<file path="src/rtl/axi_wr_arbiter_pkg.sv">
//------------------------------------------------------------------------------
// axi_wr_arbiter_pkg : AXI4 write-channel types and write-arbiter state type
// Revision: 1.0
//------------------------------------------------------------------------------
`default_nettype none

package axi_wr_arbiter_pkg;

    localparam int AXI_ID_W   = 4;
    localparam int AXI_ADDR_W = 32;
    localparam int AXI_DATA_W = 32;
    localparam int AXI_STRB_W = AXI_DATA_W / 8;

    typedef logic [AXI_ID_W-1:0]   axi_id_t;
    typedef logic [AXI_ADDR_W-1:0] axi_addr_t;
    typedef logic [AXI_DATA_W-1:0] axi_data_t;
    typedef logic [AXI_STRB_W-1:0] axi_strb_t;
    typedef logic [3:0]            axi_len_t;
    typedef logic [1:0]            axi_burst_t;
    typedef logic [1:0]            axi_resp_t;

    localparam axi_burst_t BURST_FIXED = 2'b00;
    localparam axi_burst_t BURST_INCR  = 2'b01;
    localparam axi_burst_t BURST_WRAP  = 2'b10;

    localparam axi_resp_t OKAY   = 2'b00;
    localparam axi_resp_t EXOKAY = 2'b01;
    localparam axi_resp_t SLVERR = 2'b10;
    localparam axi_resp_t DECERR = 2'b11;

    typedef enum logic [1:0] {
        IDLE = 2'd0,
        ADDR = 2'd1,
        DATA = 2'd2,
        RESP = 2'd3
    } axi_wr_arb_state_t;

endpackage

`default_nettype wire

</file>
<file path="src/rtl/axi_wr_arbiter_rr_pick.sv">
//------------------------------------------------------------------------------
// axi_rr_pick : combinational round-robin picker, lowest index at/after ptr
// Revision: 1.0
//------------------------------------------------------------------------------
`default_nettype none

module axi_rr_pick #(
    parameter int NUM_M = 2,
    parameter int IDX_W = $clog2(NUM_M)
) (
    input  logic [NUM_M-1:0] req_i,
    input  logic [IDX_W-1:0] rr_ptr_i,
    output logic [IDX_W-1:0] winner_o,
    output logic             any_o
);

    logic [IDX_W-1:0] w_idx;

    // Scan from the farthest offset down so the nearest requester overrides.
    always_comb begin
        winner_o = '0;
        w_idx    = '0;
        for (int i = NUM_M - 1; i >= 0; i--) begin
            w_idx = IDX_W'((int'(rr_ptr_i) + i) % NUM_M);
            if (req_i[w_idx]) begin
                winner_o = w_idx;
            end
        end
    end

    assign any_o = |req_i;

endmodule

`default_nettype wire

</file>
<file path="src/rtl/axi_wr_arbiter.sv">
//------------------------------------------------------------------------------
// axi_wr_arbiter : round-robin sharing of one AXI4 write slave among NUM_M masters
// Revision: 1.0
//------------------------------------------------------------------------------
`default_nettype none

module axi_wr_arbiter
    import axi_wr_arbiter_pkg::*;
#(
    parameter int NUM_M = 2,
    parameter int IDX_W = $clog2(NUM_M)
) (
    input  logic       aclk,
    input  logic       aresetn,
    input  logic       s_awvalid [NUM_M],
    output logic       s_awready [NUM_M],
    input  axi_id_t    s_awid    [NUM_M],
    input  axi_addr_t  s_awaddr  [NUM_M],
    input  axi_len_t   s_awlen   [NUM_M],
    input  logic [2:0] s_awsize  [NUM_M],
    input  axi_burst_t s_awburst [NUM_M],
    input  logic       s_wvalid  [NUM_M],
    output logic       s_wready  [NUM_M],
    input  logic       s_wlast   [NUM_M],
    input  axi_data_t  s_wdata   [NUM_M],
    input  axi_strb_t  s_wstrb   [NUM_M],
    output logic       s_bvalid  [NUM_M],
    input  logic       s_bready  [NUM_M],
    output axi_id_t    s_bid,
    output axi_resp_t  s_bresp,
    output logic       m_awvalid,
    input  logic       m_awready,
    output axi_id_t    m_awid,
    output axi_addr_t  m_awaddr,
    output axi_len_t   m_awlen,
    output logic [2:0] m_awsize,
    output axi_burst_t m_awburst,
    output logic       m_wvalid,
    input  logic       m_wready,
    output logic       m_wlast,
    output axi_data_t  m_wdata,
    output axi_strb_t  m_wstrb,
    input  logic       m_bvalid,
    output logic       m_bready,
    input  axi_id_t    m_bid,
    input  axi_resp_t  m_bresp,
    output logic [IDX_W-1:0] grant_o,
    output logic       busy_o,
    output logic       err_wlast_o,
    output logic       err_resp_o
);

    axi_wr_arb_state_t state_q, state_d;
    logic [IDX_W-1:0]  grant_q, grant_d;
    logic [IDX_W-1:0]  rr_ptr_q, rr_ptr_d;
    axi_len_t          beats_q, beats_d;
    logic              busy_q;
    logic              err_wlast_q, err_wlast_d;
    logic              err_resp_q, err_resp_d;

    logic [NUM_M-1:0]  w_req;
    logic [IDX_W-1:0]  w_winner;
    logic              w_any;
    logic              w_last_beat;

    always_comb begin
        w_req = '0;
        for (int i = 0; i < NUM_M; i++) begin
            w_req[i] = s_awvalid[i];
        end
    end

    axi_rr_pick #(
        .NUM_M (NUM_M),
        .IDX_W (IDX_W)
    ) u_rr_pick (
        .req_i    (w_req),
        .rr_ptr_i (rr_ptr_q),
        .winner_o (w_winner),
        .any_o    (w_any)
    );

    assign w_last_beat = (beats_q == '0);

    always_ff @(posedge aclk) begin
        if (!aresetn) begin
            state_q     <= IDLE;
            grant_q     <= '0;
            rr_ptr_q    <= '0;
            beats_q     <= '0;
            busy_q      <= 1'b0;
            err_wlast_q <= 1'b0;
            err_resp_q  <= 1'b0;
        end else begin
            state_q     <= state_d;
            grant_q     <= grant_d;
            rr_ptr_q    <= rr_ptr_d;
            beats_q     <= beats_d;
            busy_q      <= (state_d != IDLE);
            err_wlast_q <= err_wlast_d;
            err_resp_q  <= err_resp_d;
        end
    end

    always_comb begin
        state_d     = state_q;
        grant_d     = grant_q;
        rr_ptr_d    = rr_ptr_q;
        beats_d     = beats_q;
        err_wlast_d = 1'b0;
        err_resp_d  = 1'b0;

        for (int i = 0; i < NUM_M; i++) begin
            s_awready[i] = 1'b0;
            s_wready[i]  = 1'b0;
            s_bvalid[i]  = 1'b0;
        end
        s_bid     = m_bid;
        s_bresp   = m_bresp;
        m_awvalid = 1'b0;
        m_awid    = '0;
        m_awaddr  = '0;
        m_awlen   = '0;
        m_awsize  = '0;
        m_awburst = '0;
        m_wvalid  = 1'b0;
        m_wlast   = 1'b0;
        m_wdata   = '0;
        m_wstrb   = '0;
        m_bready  = 1'b0;

        case (state_q)
            IDLE: begin
                if (w_any) begin
                    grant_d = w_winner;
                    state_d = ADDR;
                end
            end
            ADDR: begin
                m_awvalid          = s_awvalid[grant_q];
                m_awid             = s_awid[grant_q];
                m_awaddr           = s_awaddr[grant_q];
                m_awlen            = s_awlen[grant_q];
                m_awsize           = s_awsize[grant_q];
                m_awburst          = s_awburst[grant_q];
                s_awready[grant_q] = m_awready;
                if (s_awvalid[grant_q] && m_awready) begin
                    beats_d = s_awlen[grant_q];
                    state_d = DATA;
                end
            end
            DATA: begin
                // Burst length comes from AWLEN alone; the master's WLAST is only audited.
                m_wvalid          = s_wvalid[grant_q];
                m_wdata           = s_wdata[grant_q];
                m_wstrb           = s_wstrb[grant_q];
                m_wlast           = w_last_beat;
                s_wready[grant_q] = m_wready;
                if (s_wvalid[grant_q] && m_wready) begin
                    err_wlast_d = (s_wlast[grant_q] != w_last_beat);
                    if (w_last_beat) begin
                        state_d = RESP;
                    end else begin
                        beats_d = beats_q - axi_len_t'(1);
                    end
                end
            end
            RESP: begin
                s_bvalid[grant_q] = m_bvalid;
                m_bready          = s_bready[grant_q];
                if (m_bvalid && s_bready[grant_q]) begin
                    err_resp_d = (m_bresp != OKAY);
                    rr_ptr_d   = (grant_q == IDX_W'(NUM_M - 1)) ? '0 : grant_q + IDX_W'(1);
                    state_d    = IDLE;
                end
            end
            default: begin
                state_d = IDLE;
            end
        endcase
    end

    assign grant_o     = grant_q;
    assign busy_o      = busy_q;
    assign err_wlast_o = err_wlast_q;
    assign err_resp_o  = err_resp_q;

endmodule

`default_nettype wire
</file>
<file path="config.mk">
export PLATFORM = sky130hd
export DESIGN_NAME = axi_wr_arbiter
export DESIGN_NICKNAME = d
export VERILOG_FILES = /design/src/rtl/axi_wr_arbiter_pkg.sv /design/src/rtl/axi_wr_arbiter_rr_pick.sv /design/src/rtl/axi_wr_arbiter.sv
export SDC_FILE = /design/constraint.sdc
export NUM_CORES = 1
export LEC_CHECK = 0
export ABC_AREA = 0
export CAP_MARGIN = 5
export CORE_AREA = 2 2 110 112
export DETAILED_ROUTE_END_ITERATION = 8
export DIE_AREA = 0 0 112 114
export SYNTH_ARGS = -nofsm -noshare
export SYNTH_HDL_FRONTEND = slang
export SYNTH_SLANG_ARGS = --single-unit
</file>
<file path="constraint.sdc">
create_clock -name aclk -period 1.9 [get_ports aclk]
set_input_delay 0.285 -clock aclk [delete_from_list [all_inputs] [get_ports aclk]]
set_output_delay 0.285 -clock aclk [all_outputs]
set_load 0.005 [all_outputs]
</file>
# --- Yosys cells after proc, flatten, opt, wreduce, memory -nomap -nowiden ---
# Index checks and enable logic that the tools add are counted.
op_classes:
  order_cmp: 4
  eq_ne: 7
  mux: 66
  n_reduce_logical: 15
  n_addsub: 3
  n_bitwise: 4
op_table:
  columns: ["cell", "n"]
  rows:
  - ["32-bit two-way mux", 8]
  - ["4-bit two-way mux", 15]
  - ["1-bit two-way mux", 24]
  - ["2-bit two-way mux", 12]
  - ["3-bit two-way mux", 4]
  - ["2-bit case mux with 4 select lines", 1]
  - ["4-bit case mux with 2 select lines", 1]
  - ["2-bit AND", 3]
  - ["2-bit inequality test, second input constant", 3]
  - ["3-bit AND reduction", 2]
  - ["2-bit nonzero test", 3]
  - ["2-bit equality test, second input constant", 2]
  - ["1-bit logical AND", 4]
  - ["4-bit zero test", 1]
  - ["1-bit by 2-bit less-than comparator with 1-bit output, second input constant", 2]
  - ["2-bit AND reduction", 2]
  - ["4-bit AND reduction", 1]
  - ["4-bit by 1-bit subtractor with 4-bit output, second input constant", 1]
  - ["1-bit adder, second input constant", 2]
  - ["2-bit by 1-bit equality test with 1-bit output, second input constant", 1]
  - ["2-bit greater-or-equal comparator, second input constant", 1]
  - ["2-bit zero test", 1]
  - ["2-bit by 1-bit less-than comparator with 1-bit output, second input constant", 1]
  - ["1-bit inverter with 2-bit output", 1]
  - ["other kinds (3)", 3]
totals:
  out_inout_bits: 101
  reg_bits: 11

# --- Logic depth before layout (Yosys ltp) ---
# Gate-level depths: netlist of the first run.
logic_depth:
  ltp_word: 8
  depth_mapped: 6
  mapped_depth_nobuf: 6

# --- Cells and area by module ---
# Synthesis of the first run repeated with hierarchy kept, for this count alone.
unflattened:
  hier_cells: 279
  area_unflattened_um2: 1980.6
modules_own_cells:
  columns: ["module", "area_each_um2", "n_inst", "cells_each"]
  rows:
  - ["axi_wr_arbiter", 1963.1, 1, 276]
  - ["axi_rr_pick", 17.5, 1, 3]

# --- Worst setup path after synthesis of the first run ---
# OpenSTA, ideal clock, no wires.
synth_path:
  path_kind: "flip-flop to flip-flop"
  from: "register beats_q[0]"
  to: "register beats_q[0]"
  setup_ns: 0.119
  stages_incl_launch_ff: 7
  slack_ns: 0.238
  arrival_time_ns: 1.544
  n_path_buf: 0
  path_cell_list: "dfxtp_1 inv_1 ha_1 or3b_2 a2bb2oi_1 nor3_1 o221a_2"
synth_via:
  elab_chain_len: 4
  word_cells_on_any_way: 7
synth_lines:
  columns: ["item", "line", "source"]
  rows:
  - ["start: declaration", "axi_wr_arbiter.sv:56", "axi_len_t beats_q, beats_d;"]
  - ["start signal: assignment", "axi_wr_arbiter.sv:98", "beats_q <= beats_d;"]
  - ["4-bit by 1-bit subtractor with 4-bit output", "axi_wr_arbiter.sv:164", "beats_d = beats_q - axi_len_t'(1);"]
  - ["4-bit two-way mux", "axi_wr_arbiter.sv:161", "if (w_last_beat) begin"]
  - ["4-bit two-way mux", "axi_wr_arbiter.sv:159", "if (s_wvalid[grant_q] && m_wready) begin"]
  - ["4-bit case mux with 2 select lines", "axi_wr_arbiter.sv:132", "case (state_q)"]
# Several ways; a longest one is shown, not always the timed one. The select of a mux whose other input is x is not followed.
# A chain may end at the register's enable or synchronous reset.

# --- Final worst setup path of the first run ---
layout_path:
  from: "register grant_q (netlist: grant_o)"
  to: "output port m_wvalid"
layout_via:
  elab_chain_len: 5
layout_lines:
  columns: ["item", "line", "source"]
  rows:
  - ["start: declaration", "axi_wr_arbiter.sv:54", "logic [IDX_W-1:0] grant_q, grant_d;"]
  - ["start signal: assignment", "axi_wr_arbiter.sv:96", "grant_q <= grant_d;"]
  - ["1-bit inverter with 2-bit output (implied by the code)", "axi_wr_arbiter.sv:154", "m_wvalid = s_wvalid[grant_q];"]
  - ["1-bit two-way mux (implied by the code) (3 in series)", "axi_wr_arbiter.sv:154", null]
  - ["1-bit two-way mux", "axi_wr_arbiter.sv:132", null]
  - ["end: declaration", "axi_wr_arbiter.sv:38", "output logic m_wvalid,"]
# No other way between the ends. The select of a mux whose other input is x is not followed.

==> results.py, run 1 <==
metrics = {
    "clock_network": {
        "insertion_delay_ns": 0.24,
        "postCtsHoldBufs": 0,
        "clock-sinks": 11,
        "h-tree-depth": 1,
        "root_buffer": "clkbuf_16",
        "clock_path_buffers": 2,
        "cts_buffers": 3,
        "cts_tree": "done",
        "clkSlewWorstSetupHoldPaths_ns": 0.04,
    },
    "route": {
        "wire_per_inst_um": 15.7,
        "num_vias": 3134,
        "drt-pass1-iter-count": 5,
        "viasPerCell": 4.32,
        "ant_nets": 0,
        "routed_wl_um": 11400,
        "drc": 0,
        "drt_iter0_markers": 146,
    },
    "final_layout": {
        "seqCellArea_sq_um": 231,
        "num-nets-final": 762,
        "syn_to_final_growth_pct": 173,
        "layoutNonFillerInstCount": 726,
        "multi_input_area_sq_um": 1690,
        "fillers": 1143,
        "final_util_pct": 46.2,
        "n_antenna_cell": 0,
        "final_layout_size_suffix_gt1_share_pct": 12.8,
    },
    "pwr": {
        "leakagePower_nw": 2.68,
        "power_density_nw_per_um2": 310,
        "power_mw": 1.68,
        "vdd_drop_max_mv": 0.241,
    },
    "yosys": {
        "avgSynthCellArea_sq_um": 6.99,
        "synth_top_family_by_area": "multiplexers",
        "synth_mux_area_share_pct": 43.5,
        "synth_xor_xnor_area_share_pct": 0.441,
        "ys_ff_latch": 11,
        "yosys.area_share.simple_pct": 27.7,
        "netlist_area_sq_um": 1980,
        "synth_ff_type": "dfxtp_1",
        "ys_seq_area_share_pct": 11.1,
        "synthArstFlopShare_pct": 0,
        "syn_inst": 284,
        "synth_edf_count": 0,
        "synth_adder_area_share_pct": 0.631,
        "synth_compound_area_share_pct": 7.69,
        "synth_fp_nets": 466,
        "yosysWarnings": 0,
        "synth_cell_types": 37,
    },
    "sta": {
        "fin_setup_tns_ns": -0.201,
        "period_share_pct": 104,
        "slew-limit-headroom_pct": 71.6,
        "setup_viol": 5,
        "fin_worst_skew_ns": 0.00408,
        "max_freq_mhz": 508,
        "tightestPinTransition_ns": 0.425,
        "rsz0062_at_grt": "true",
        "setup_ws_ns": -0.0703,
        "report.final.slew_viol_count": 0,
        "hold_viol_final": 0,
        "period_needed_ns": 1.97,
    },
    "run": {
        "cap_violations": 0,
    },
    "critical_path": {
        "arrival_ns": 1.69,
        "critPathKind": "flop to output pin",
        "cp_max_fo": 6,
        "endpoint": "m_wvalid",
        "cp-end-kind": "output pin",
        "cp.required_ns": 1.62,
        "critPathLaunchType": "flop",
        "ff2ff_path_depth": 7,
        "r2r-end": "beats_q[0]",
        "r2r_start": "grant_o",
        "regToRegSetupSlack_ns": 0.08,
        "startpoint": "grant_o",
    },
    "floorplanning": {
        "start_util_pct": 16.9,
        "fp.dieH_um": 114,
        "die_area_sq_um": 12800,
        "coreArea_sq_um": 11700,
        "rows": 40,
        "io_pins": 282,
        "die_x_um": 112,
    },
    "grt": {
        "first_global_vias": 3056,
        "grt_max_degree": 42,
        "grt_pass1_wl_um": 16600,
        "antenna_found_initial": 0,
        "grt_usage_pct": 16.1,
        "grt_overflow": 0,
    },
    "placement": {
        "dp_slack_ns": 0.0173,
        "dp_cells": 700,
        "port_buffers": 273,
        "place_congestion": 0.858,
        "place_hpwl_um": 9370,
    },
    "status": {
        "failed_checks": "negative setup slack",
        "outcome": "complete, but fails checks",
    },
    "min_path": {
        "hp-class": "flop to flop",
    },
}
## per-layer routing
layer	part of all wire [%]	track usage [%]	vias to the layer above	routed length (um)
li1	-	-	1556	-
met4	0.18	1.71	0	21
met2	51	30.3	160	5850
met5	0	0	-	0
met1	40	19.3	1415	4550
met3	8.5	3.88	3	970
## worst max-delay path, cell delays in order (launching register included)
cell	delay [ns]
dfxtp_4	0.39
buf_12	0.13
buf_4	0.16
mux2i_2	0.26
nor2_1	0.06
clkdlybuf4s50_1	0.44
## repair_timing
item / 4_1_cts / 5_1_grt
gates resized for setup: 71 / 41
pin swaps: 0 / 0
setup endpoints to repair: 81 / 40
cloned: 2 / 0
buffers inserted: 6 / 14
## worst min path at each step
stage,from,end,slack [ns],depth (start not counted)
finish,beats_q[1],beats_q[1],0.49,2
floorplan,m_wready,err_wlast_o,0.41,2
detailed placement,beats_q[1],beats_q[1],0.48,2
global route,beats_q[1],beats_q[1],0.51,2
CTS,beats_q[1],beats_q[1],0.49,2
global placement,beats_q[1],beats_q[1],0.48,2
## synthesized netlist by cell type, types with 2 or more instances
library cell / number / area, sq um
nor2_1: 94 / 353
mux2i_1: 84 / 841
buf_2: 16 / 80.1
nand2_1: 15 / 56.3
dfxtp_1: 11 / 220
buf_4: 6 / 45.0
inv_1: 6 / 22.5
clkbuf_1: 5 / 18.8
a21oi_1: 3 / 15.0
and3_1: 3 / 18.8
nand2b_1: 3 / 18.8
nor3_1: 3 / 15.0
o21ai_0: 3 / 15.0
a2bb2oi_1: 2 / 17.5
mux2_2: 2 / 22.5
nand3_1: 2 / 10.0
nand4_1: 2 / 12.5
nor2b_1: 2 / 12.5
o221a_2: 2 / 22.5
o22ai_1: 2 / 12.5
or3_1: 2 / 12.5
## stage by stage
| stage | hold WS, ns | instance area, sq um |
|---|---|---|
| CTS | 0.487 | 5180 |
| finish | 0.491 | 5410 |
| detailed placement | 0.482 | 4990 |
| floorplan | 0.413 | 1980 |
| global placement | 0.481 | 4990 |
| global route | 0.514 | 5410 |
## flip-flops by register name (all words and copies together), names as in the netlist
name	flops
err_wlast_o	1
err_resp_o	1
busy_o	1
state_q	2
beats_q	4
grant_o	1
rr_ptr_q	1
## layout by cell type, fill, tap and decap left out, types with 4 or more instances in the layout
cell type and count:
inv_1 5, nand2_1 14, buf_4 34, dlygate4sd2_1 53
nor2_1 93, dlymetal6s2s_1 25, mux2i_2 5, dfxtp_1 8
mux2i_4 4, buf_12 5, mux2i_1 75, clkdlybuf4s50_1 195
## kinds of logic after synthesis
family / count (synthesis)
simple gates: 131
mux: 86
buf+inv: 34
compound gates: 20
flops: 11
xor+xnor: 1
fa+ha+maj: 1
## power by group
group / internal [mW] / switching [mW] / total, mW
combinational: 0.684 / 0.346 / 1.03
clock: 0.283 / 0.113 / 0.395
sequential: 0.240 / 0.0113 / 0.251
total: 1.21 / 0.470 / 1.68
## layout make-up
type                            count  share of cell area (%)
Sequential cell                    11                    4.28
Tap cell                          147                    3.40
Inverter                            6                   0.416
Timing Repair Buffer              319                    59.3
Clock buffer                        4                    1.46
Multi-Input combinational cell    239                    31.2
No activity file was read; power rests on OpenSTA's default activity.
==> inputs of run 2 (changes only) <==
==> constraint.sdc (replaced) <==
create_clock -name aclk -period 1.95 [get_ports aclk]
set_input_delay 0.2925 -clock aclk [delete_from_list [all_inputs] [get_ports aclk]]
set_output_delay 0.2925 -clock aclk [all_outputs]
set_load 0.005 [all_outputs]
==> results.py, run 2 (synthesized netlist as in run 1, its figures left out) <==
metrics = {
    "status": {
        "outcome": "complete, no violations",
    },
    "clock_network": {
        "cts_tree": "done",
        "clock-sinks": 11,
        "clkSlewWorstSetupHoldPaths_ns": 0.05,
        "clock_path_buffers": 2,
        "postCtsHoldBufs": 0,
        "insertion_delay_ns": 0.24,
        "h-tree-depth": 1,
        "root_buffer": "clkbuf_16",
        "cts_buffers": 3,
    },
    "sta": {
        "slew-limit-headroom_pct": 73.0,
        "holdWs_ns": 0.482,
        "tightestPinTransition_ns": 0.399,
        "rsz0062_at_grt": "true",
        "period_share_pct": 97.4,
        "max_freq_mhz": 526,
        "fin_worst_skew_ns": 0.00474,
        "setup_viol": 0,
        "period_needed_ns": 1.90,
        "hold_viol_final": 0,
        "report.final.slew_viol_count": 0,
    },
    "floorplanning": {
        "fp.dieH_um": 114,
        "coreArea_sq_um": 11700,
        "start_util_pct": 16.9,
        "die_area_sq_um": 12800,
        "die_x_um": 112,
        "io_pins": 282,
        "rows": 40,
    },
    "final_layout": {
        "num-nets-final": 769,
        "top_regs": "beats_q (4), state_q (2)",
        "final_layout_size_suffix_gt1_share_pct": 14.7,
        "final_util_pct": 48.1,
        "syn_to_final_growth_pct": 184,
        "final_common_cell": "clkdlybuf4s50_1",
        "layoutNonFillerInstCount": 733,
        "stdcell_area_sq_um": 5630,
        "regMostFlops": "beats_q",
        "n_antenna_cell": 0,
        "final_cell_mix": "clkdlybuf4s50_1 (196), nor2_1 (93), mux2i_1 (70)",
        "largest_reg_flops": 4,
    },
    "placement": {
        "place_congestion": 0.837,
        "port_buffers": 273,
        "place_hpwl_um": 9450,
        "dp_cells": 700,
        "placed_area_sq_um": 5000,
    },
    "run": {
        "cap_violations": 0,
    },
    "pwr": {
        "power_density_nw_per_um2": 297,
        "leakagePower_nw": 2.97,
        "power_mw": 1.67,
        "vdd_drop_max_mv": 0.251,
    },
    "route": {
        "ant_nets": 0,
        "drt-pass1-iter-count": 4,
        "wire_per_inst_um": 16.3,
        "num_vias": 3179,
        "drt_iter0_markers": 166,
        "routed_wl_um": 12000,
        "viasPerCell": 4.34,
        "drc": 0,
    },
    "grt": {
        "grt_max_degree": 41,
        "grt_usage_pct": 16.4,
        "antenna_found_initial": 0,
        "first_global_vias": 3104,
        "grt_overflow": 0,
        "grt_pass1_wl_um": 16800,
    },
    "critical_path": {
        "cp_max_fo": 9,
        "cp-end-kind": "output pin",
        "arrival_ns": 1.61,
        "cp.required_ns": 1.66,
        "critPathKind": "flop to output pin",
        "critPathLaunchType": "flop",
    },
    "min_path": {
        "hp-class": "flop to flop",
    },
}
==> run 2: routing by layer <==
layer  wire [um]  vias up  global-route usage (%)
met4         153        0                    3.09
met3         913       10                    3.24
met1        4810     1430                    20.3
li1            -     1569                       -
met2        6090      170                    29.7
met5           0        -                       0
==> run 2: layout make-up <==
cell class	instances	area [sq um]
Fill cell	1153	6080
Inverter	6	22.5
Clock inverter	1	5.00
Timing Repair Buffer	326	3390
Sequential cell	11	231
Clock buffer	3	75.1
Tap cell	147	184
Multi-Input combinational cell	239	1720
==> run 2: power by group <==
part           switching [mW]  internal [mW]  leakage [nW]
Combinational           0.350          0.700          2.84
Sequential             0.0105          0.233        0.0916
Clock                   0.108          0.272        0.0409
==> run 2: final timing paths <==
path | slack (ns) | from | to | depth (start not counted)
max | 0.05 | grant_o | m_wdata[29] | 5
min reg2reg | 0.48 | beats_q[1] | beats_q[1] | 2
max reg2reg | 0.18 | beats_q[0] | beats_q[0] | 6
min | 0.48 | beats_q[1] | beats_q[1] | 2
==> run 2: critical path: stages (launching register included) <==
cell,delay [ns]
dfxtp_4,0.37
buf_12,0.15
buf_12,0.14
mux2i_1,0.11
nor2_1,0.08
clkdlybuf4s50_1,0.51
==> run 2: stage by stage <==
| stage | TNS [ns] | setup slack [ns] |
|---|---|---|
| floorplan | 0 | 0.288 |
| global route | -0.0196 | -0.0117 |
| global placement | 0 | 0.0514 |
| finish | 0 | 0.0499 |
| CTS | -0.0299 | -0.0126 |
| detailed placement | 0 | 0.0490 |
==> run 2: what timing repair did <==
item	4_1_cts	5_1_grt
cloned	1	2
gates resized for setup	50	73
pin swaps	1	1
setup endpoints to repair	65	51
buffers inserted	8	18
hold endpoints to repair	0	0
==> inputs of run 3 (changes only) <==
--- a/config.mk
+++ b/config.mk
@@ -10,6 +10,8 @@
 export CORE_AREA = 2 2 110 112
 export DETAILED_ROUTE_END_ITERATION = 8
 export DIE_AREA = 0 0 112 114
+export SETUP_SLACK_MARGIN = 0.05
+export SLEW_MARGIN = 20
 export SYNTH_ARGS = -nofsm -noshare
 export SYNTH_HDL_FRONTEND = slang
 export SYNTH_SLANG_ARGS = --single-unit
==> results.py, run 3 (synthesized netlist as in run 1, its figures left out) <==
metrics = {
    "status": {
        "outcome": "complete, no violations",
    },
    "sta": {
        "period_needed_ns": 1.88,
        "setup_ws_ns": 0.0700,
        "period_share_pct": 96.4,
        "report.final.slew_viol_count": 0,
        "tightestPinTransition_ns": 0.377,
        "fin_setup_tns_ns": 0,
        "rsz0062_at_grt": "true",
        "holdWs_ns": 0.481,
        "fin_worst_skew_ns": 0.00581,
        "setup_viol": 0,
        "hold_viol_final": 0,
        "slew-limit-headroom_pct": 74.5,
        "max_freq_mhz": 532,
    },
    "floorplanning": {
        "die_x_um": 112,
        "rows": 40,
        "coreArea_sq_um": 11700,
        "io_pins": 282,
        "start_util_pct": 16.9,
        "die_area_sq_um": 12800,
        "fp.dieH_um": 114,
    },
    "critical_path": {
        "path_cells": "buf_12 > mux2i_1 > nor2_1 > clkdlybuf4s50_1",
        "r2r_start": "beats_q[0]",
        "critPathKind": "flop to output pin",
        "critPathLaunchType": "flop",
        "cp-end-kind": "output pin",
        "ff2ff_path_depth": 6,
        "cp.required_ns": 1.66,
        "cp_num_buf_inv": 2,
        "r2r-end": "beats_q[0]",
        "path_delay_family": "buffers and inverters",
        "cp_max_fo": 13,
        "critPathSlowestCell": "clkdlybuf4s50_1",
        "max_stage_delay_ns": 0.45,
        "regToRegSetupSlack_ns": 0.17,
        "cp.depth": 4,
        "arrival_ns": 1.59,
    },
    "grt": {
        "grt_usage_pct": 16.7,
        "grt_overflow": 0,
        "first_global_vias": 3124,
        "grt_max_degree": 22,
        "grt_pass1_wl_um": 17000,
        "antenna_found_initial": 0,
    },
    "clock_network": {
        "clock_path_buffers": 2,
        "insertion_delay_ns": 0.24,
        "root_buffer": "clkbuf_16",
        "h-tree-depth": 1,
        "clkSlewWorstSetupHoldPaths_ns": 0.05,
        "clock-sinks": 11,
        "cts_buffers": 3,
        "cts_tree": "done",
    },
    "final_layout": {
        "final_cell_mix": "clkdlybuf4s50_1 (186), nor2_1 (93), mux2i_1 (71)",
        "n_antenna_cell": 0,
        "top_regs": "beats_q (4), state_q (2)",
        "final_common_cell": "clkdlybuf4s50_1",
        "regMostFlops": "beats_q",
        "num-nets-final": 755,
        "largest_reg_flops": 4,
        "syn_to_final_growth_pct": 169,
        "seqCellArea_sq_um": 231,
        "final_layout_size_suffix_gt1_share_pct": 12.9,
        "multi_input_area_sq_um": 1690,
        "fillers": 1187,
    },
    "route": {
        "viasPerCell": 4.32,
        "drt_iter0_markers": 126,
        "drc": 0,
        "drt-pass1-iter-count": 5,
        "wire_per_inst_um": 16.2,
        "ant_nets": 0,
        "num_vias": 3109,
        "routed_wl_um": 11600,
    },
    "pwr": {
        "power_density_nw_per_um2": 303,
        "leakagePower_nw": 2.43,
        "power_mw": 1.62,
        "vdd_drop_max_mv": 0.251,
    },
    "placement": {
        "dp_slack_ns": 0.0490,
        "place_congestion": 0.837,
        "place_hpwl_um": 9450,
        "port_buffers": 273,
    },
    "min_path": {
        "hp-class": "flop to flop",
        "min_from": "beats_q[1]",
        "holdPathStages": 2,
        "holdPathEnd": "beats_q[1]",
    },
    "run": {
        "cap_violations": 0,
    },
}
[run 3: cell types whose count changed in the layout (fill, tap and decap cells not counted), moves of 3 or more]
cell,delta
dlymetal6s2s_1,-34
clkdlybuf4s15_1,+20
dlygate4sd2_1,+20
clkdlybuf4s50_1,-10
buf_4,-8
buf_6,-4
clkbuf_2,+4
mux2i_4,-3
[run 3: how the worst max path moves through the flow]
stage	from	endpoint
floorplan	beats_q[0]	beats_q[0]
global placement	s_awlen[4]	m_awlen[0]
detailed placement	m_bvalid	s_bvalid[0]
CTS	grant_o	m_awid[3]
global route	grant_o	m_wdata[18]
finish	grant_o	m_awburst[1]
[run 3: layer usage]
metal  vias up  share of wire [%]  track usage, %
met4         0               0.90            2.52
met1      1400                 41            20.8
met3         6                7.0            3.13
met5         -                  0               0
li1       1544                  -               -
met2       159                 51            30.6
[run 3: worst register-to-register path, cell delays in order (launching register included)]
cell       delay, ns
dfxtp_1         0.33
inv_1           0.06
ha_1            0.18
or3b_2          0.47
a2bb2oi_1       0.27
nor3_1          0.09
o221a_2         0.26
[run 3: final cells by class]
class	count	share of cell area, %
sequential	11	4.34
clock buffer	3	1.41
clock inverter	1	0.0938
multi-input combinational	239	31.7
tap	147	3.45
inverter	6	0.422
timing repair buffer	312	58.6
[run 3: where the power goes]
group | switching, mW | internal, mW
registers | 0.00968 | 0.233
clock network | 0.107 | 0.272
logic | 0.338 | 0.655
[run 3: stage by stage]
step / std cells / utilization [%] / area, sq um
final: 719 / 45.5 / 5330
after global routing: 719 / 45.5 / 5330
after CTS: 715 / 44.6 / 5220
after detailed placement: 700 / 42.7 / 5000
after global placement: 700 / 42.7 / 5000
after floorplan: 284 / - / 1980
[run 3: repair_timing]
item / 4_1_cts / 5_1_grt
hold buffers: 0 / 0
pin swaps: 1 / 2
endpoints found under the setup margin: 89 / 15
cloned: 2 / 0
gates resized for setup: 103 / 48
setup buffers: 9 / 4
